<file path="config.mk">
export PLATFORM = sky130hd
export DESIGN_NAME = alu_issue
export DESIGN_NICKNAME = d
export VERILOG_FILES = /design/src/rtl/alu_issue.sv
export SDC_FILE = /design/constraint.sdc
export NUM_CORES = 1
export LEC_CHECK = 0
export BUFFER_PORTS_ARGS = -buffer_cell sky130_fd_sc_hd__buf_2
export CAP_MARGIN = 5
export CORE_MARGIN = 10
export CORE_UTILIZATION = 50
export CTS_CLUSTER_SIZE = 28
export DETAILED_ROUTE_END_ITERATION = 8
export PLACE_DENSITY = 0.76
export REMOVE_ABC_BUFFERS = 1
export SYNTH_ARGS = -nofsm -noshare
export SYNTH_HDL_FRONTEND = slang
export SYNTH_SLANG_ARGS = --single-unit
</file>
<file path="constraint.sdc">
create_clock -name clk -period 3.5 [get_ports clk]
set_clock_uncertainty 0.2 [all_clocks]
set_input_delay 0.35 -clock clk [delete_from_list [all_inputs] [get_ports clk]]
set_output_delay 0.35 -clock clk [all_outputs]
set_load 0.005 [all_outputs]
</file>
<file path="src/rtl/alu_issue.sv">
// rtl/alu_issue.sv - command front-end, accumulator and 2-entry result FIFO for the 4-bit ALU
module alu_issue (
    input  logic       clk,
    input  logic       rst,
    input  logic       cmd_valid,
    output logic       cmd_ready,
    input  logic [2:0] cmd_op,
    input  logic [3:0] cmd_a,
    input  logic [3:0] cmd_b,
    input  logic       cmd_acc,
    output logic [2:0] select,
    output logic [3:0] in_x,
    output logic [3:0] in_y,
    output logic       in_c,
    input  logic [3:0] out_s,
    input  logic       out_c,
    input  logic       overflow,
    output logic       res_valid,
    input  logic       res_ready,
    output logic [3:0] res_s,
    output logic       res_c,
    output logic       res_zero,
    output logic       res_ovf,
    output logic [2:0] res_op,
    output logic [3:0] acc,
    output logic [7:0] done_cnt
);
    localparam logic [2:0] OP_SUB = 3'b001;
    localparam logic [2:0] OP_CMP = 3'b110;
    localparam logic [2:0] OP_CLR = 3'b111;

    typedef enum logic {IDLE, EXEC} state_t;

    typedef struct packed {
        logic [3:0] s;
        logic       c;
        logic       zero;
        logic       ovf;
        logic [2:0] op;
    } entry_t;

    state_t     state;
    entry_t     head;
    entry_t     tail;
    entry_t     push_entry;
    logic [1:0] count;
    logic       push;
    logic       pop;

    assign cmd_ready = (state == IDLE) && (count != 2'd2);
    assign res_valid = (count != 2'd0);
    assign push      = (state == EXEC);
    assign pop       = res_valid && res_ready;
    assign {res_s, res_c, res_zero, res_ovf, res_op} = head;

    // CLR ignores whatever the ALU produces for select 111
    always_comb begin
        push_entry = '0;
        if (select == OP_CLR) begin
            push_entry.zero = 1'b1;
            push_entry.op   = OP_CLR;
        end else begin
            push_entry.s    = out_s;
            push_entry.c    = out_c;
            push_entry.zero = (out_s == 4'd0);
            push_entry.ovf  = overflow;
            push_entry.op   = select;
        end
    end

    always_ff @(posedge clk or posedge rst) begin
        if (rst) begin
            state    <= IDLE;
            select   <= '0;
            in_x     <= '0;
            in_y     <= '0;
            in_c     <= 1'b0;
            acc      <= '0;
            done_cnt <= '0;
            head     <= '0;
            tail     <= '0;
            count    <= '0;
        end else begin
            case (state)
                IDLE: begin
                    if (cmd_valid && cmd_ready) begin
                        select <= cmd_op;
                        in_x   <= cmd_acc ? acc : cmd_a;
                        in_y   <= cmd_b;
                        in_c   <= (cmd_op == OP_SUB) || (cmd_op == OP_CMP);
                        state  <= EXEC;
                    end
                end
                EXEC: begin
                    acc      <= push_entry.s;
                    done_cnt <= done_cnt + 8'd1;
                    state    <= IDLE;
                end
                default: state <= IDLE;
            endcase

            // head is slot 0; tail is kept zero whenever fewer than two entries are held
            if (push && pop) begin
                if (count == 2'd2) begin
                    head <= tail;
                    tail <= push_entry;
                end else begin
                    head <= push_entry;
                end
            end else if (push) begin
                if (count == 2'd0) head <= push_entry;
                else               tail <= push_entry;
                count <= count + 2'd1;
            end else if (pop) begin
                head  <= tail;
                tail  <= '0;
                count <= count - 2'd1;
            end
        end
    end
endmodule
</file>
==> summary.md <==
| Metric | Value |
|---|---|
| Post-synth EDFFs | `0` |
| Largest voltage drop on the vdd net | `0.507 mV` |
| Layout filler cell count | `389` |
| Max-capacitance violation count | `0` |
| Post-synthesis sequential area ratio | `0.501` |
| Layout cell share with drive strength beyond 1 | `0.335` |
| Synth warn | `0` |
| Clock sink total | `47` |
| Clk_lat worst skew | `0.30 ns` |
| GRT Total Usage | `0.146` |
| Initial antenna violation count | `0` |
| Most frequent cells in the layout | `buf_2, dfrtp_1, nand2_1` |
| Final HPWL DP | `3980 µm` |
| # DRC | `0` |
| PortBufs | `57` |
| DR vias | `1,796` |
| # setup viols final | `0` |
| Top Family by Delay on Critical Path | `flip-flops` |
| Ant. Diodes | `0` |
| Final antenna-violating net count | `0` |
| Post-Syn Area | `0.00235 mm²` |
| DIE WIDTH | `88.5 µm` |
| Layout net count | `295` |
| Worst min path class | `primary input to asynchronous set/reset pin` |
| TritonCTS Buffers | `5` |
| Full die area | `0.00783 mm²` |
| R2R cell count | `9` |
| Leakage power | `1.34 nW` |
| WL/cell | `16.8 µm` |
| Crit. End Element | `register` |
| Pwr dens | `908 mW/mm²` |
| Root Driver | `clkbuf_8` |
| Crit share post-route | `0.795` |
| Remaining global-route overflow | `0` |
| RSZ-0062 raised after global routing | `no` |
| Routed vias/inst | `5.60` |
| Pin count of the biggest net entering global routing | `48` |
| Post-Syn Area per Cell | `11.0 µm²` |
| CP Buf/Inv Count | `2` |
| Crit-path cells | `nor2_2, inv_2, nand2_4, inv_2, ha_1, nor2_2, a21oi_1, o22ai_1, mux2_4` |
| Least-Margin Pin Slew | `0.953 ns` |
| Final max-slew violation count | `0` |
| Register area | `0.00118 mm²` |
| Max Freq | `359 MHz` |
| Final min period | `2.78 ns` |
| # resized after CTS | `0` |
| Synth-to-layout area growth | `15.5%` |
| Worst EP required | `3.49 ns` |
| Netlist cell types | `41` |
| Slew HR | `0.364` |
| Levels on crit path | `9` |
| Clk pin slew, worst setup/hold paths | `0.09 ns` |
| # IOs | `58` |
| CP max stage cell | `dfrtp_1` |
| Final hold vios | `0` |
| TritonCTS clock tree | `built` |
| First-pass GRT wire length | `8950 µm` |
| Commonest non-fill, non-tap cell in the layout | `buf_2` |
| Die height | `88.5 µm` |
| Final setup TNS | `0 ns` |
| Reg2Reg Setup Slack | `0.72 ns` |
| Max incr delay on CP | `0.72 ns` |
| Final hold slack | `0.0525 ns` |
| Final WL | `5400 µm` |
| Syn Inst Count | `213` |
| Number of setup buffers added after CTS | `0` |
| CP Class | `register to register` |
| Status | `completed` |
| Yosys reg bits | `47` |
| Asr flop ratio synth | `1.00` |
| Vias in the first global route | `1,873` |
| Routability Congestion | `0.875` |
| Initial DRC count | `129` |
| Hold Buf Count CTS | `0` |
| Critical Path AT | `2.78 ns` |
| CP Launch Type | `register` |
| Top_reg_cell synth | `dfrtp_1` |
| Site row count | `24` |
| Drt pass-1 iters | `4` |
| Floorplan core area | `0.00444 mm²` |
| Clk buf depth | `2` |
| Worst-path fanout max | `14` |
| Initial Utilization | `0.528` |
| Footprint of the multi-input gates | `0.00103 mm²` |
| Htree depth | `2` |
[cell usage after synthesis, types with 2 or more instances]
| cell type | count | area, µm² |
|---|---|---|
| dfrtp_1 | 47 | 1180 |
| nand2_1 | 28 | 105 |
| o21ai_0 | 16 | 80.1 |
| mux2i_1 | 14 | 140 |
| inv_1 | 12 | 45.0 |
| a21oi_1 | 10 | 50.1 |
| nor2_1 | 8 | 30.0 |
| a221oi_1 | 7 | 61.3 |
| a2bb2oi_1 | 6 | 52.6 |
| mux2_4 | 6 | 90.1 |
| xnor2_1 | 6 | 52.6 |
| mux2_2 | 5 | 56.3 |
| ha_1 | 4 | 50.1 |
| xor2_1 | 4 | 35.0 |
| buf_2 | 3 | 15.0 |
| buf_6 | 3 | 33.8 |
| nand4_1 | 3 | 18.8 |
| o2bb2ai_1 | 3 | 26.3 |
| a21o_1 | 2 | 15.0 |
| and3_1 | 2 | 12.5 |
| inv_2 | 2 | 7.51 |
| nor2_2 | 2 | 12.5 |
| o21ai_1 | 2 | 10.0 |
[logic make-up after synthesis]
logic type | count (synthesis) | share of synthesized area
compound gates | 53 | 0.158
xor+xnor | 10 | 0.0373
fa+ha+maj | 4 | 0.0213
buf+inv | 25 | 0.0608
flops | 47 | 0.501
mux | 26 | 0.127
simple gates | 48 | 0.0939
[worst paths after layout]
path | start | to
max | count[1]$_DFFE_PP0P_ | res_op[0]$_DFFE_PP0P_
min reg2reg | done_cnt[7]$_DFFE_PP0P_ | done_cnt[7]$_DFFE_PP0P_
max in group asynchronous | rst | count[1]$_DFFE_PP0P_
min in group clk | cmd_b[2] | in_y[2]$_DFFE_PP0P_
max reg2reg | count[1]$_DFFE_PP0P_ | res_op[0]$_DFFE_PP0P_
min | rst | in_y[2]$_DFFE_PP0P_
[per-layer routing]
layer	up-vias	routed length [µm]	global-route usage
li1	852	-	-
met1	863	2400	0.184
met2	75	2540	0.227
met3	6	397	0.0551
met4	0	64	0.0470
met5	-	0	0
[flip-flops by register name, indices dropped and copies added (netlist names)]
signal and count:
tail 10, done_cnt 8, acc 4, in_x 4, in_y 4, res_s 4, res_op 3, select 3
count 2, in_c 1, push 1, res_c 1, res_ovf 1, res_zero 1
[final cells by class]
class / instances / share of cell area
Timing Repair Buffer: 59 / 0.111
Inverter: 15 / 0.0217
Multi-Input combinational cell: 141 / 0.379
Clock inverter: 2 / 0.00508
Clock buffer: 5 / 0.0254
Sequential cell: 47 / 0.434
Tap cell: 52 / 0.0240
[where the power goes]
group | total [mW] | internal, mW | leakage, nW | switching (mW)
clock | 0.316 | 0.137 | 0.0440 | 0.179
sequential | 1.02 | 0.796 | 0.586 | 0.225
combinational | 1.13 | 0.557 | 0.709 | 0.569
[per-stage QoR]
stage	utilization	worst slack, ns	instance area [µm²]	std cells	power [mW]
floorplan	-	0.935	2260	203	1.73
global placement	0.591	0.868	2630	314	2.13
detailed placement	0.591	0.753	2630	314	2.16
CTS	0.610	0.758	2710	321	2.48
global route	0.610	0.554	2710	321	2.67
finish	0.610	0.716	2710	321	2.46
No activity file was read; power rests on OpenSTA's default activity.
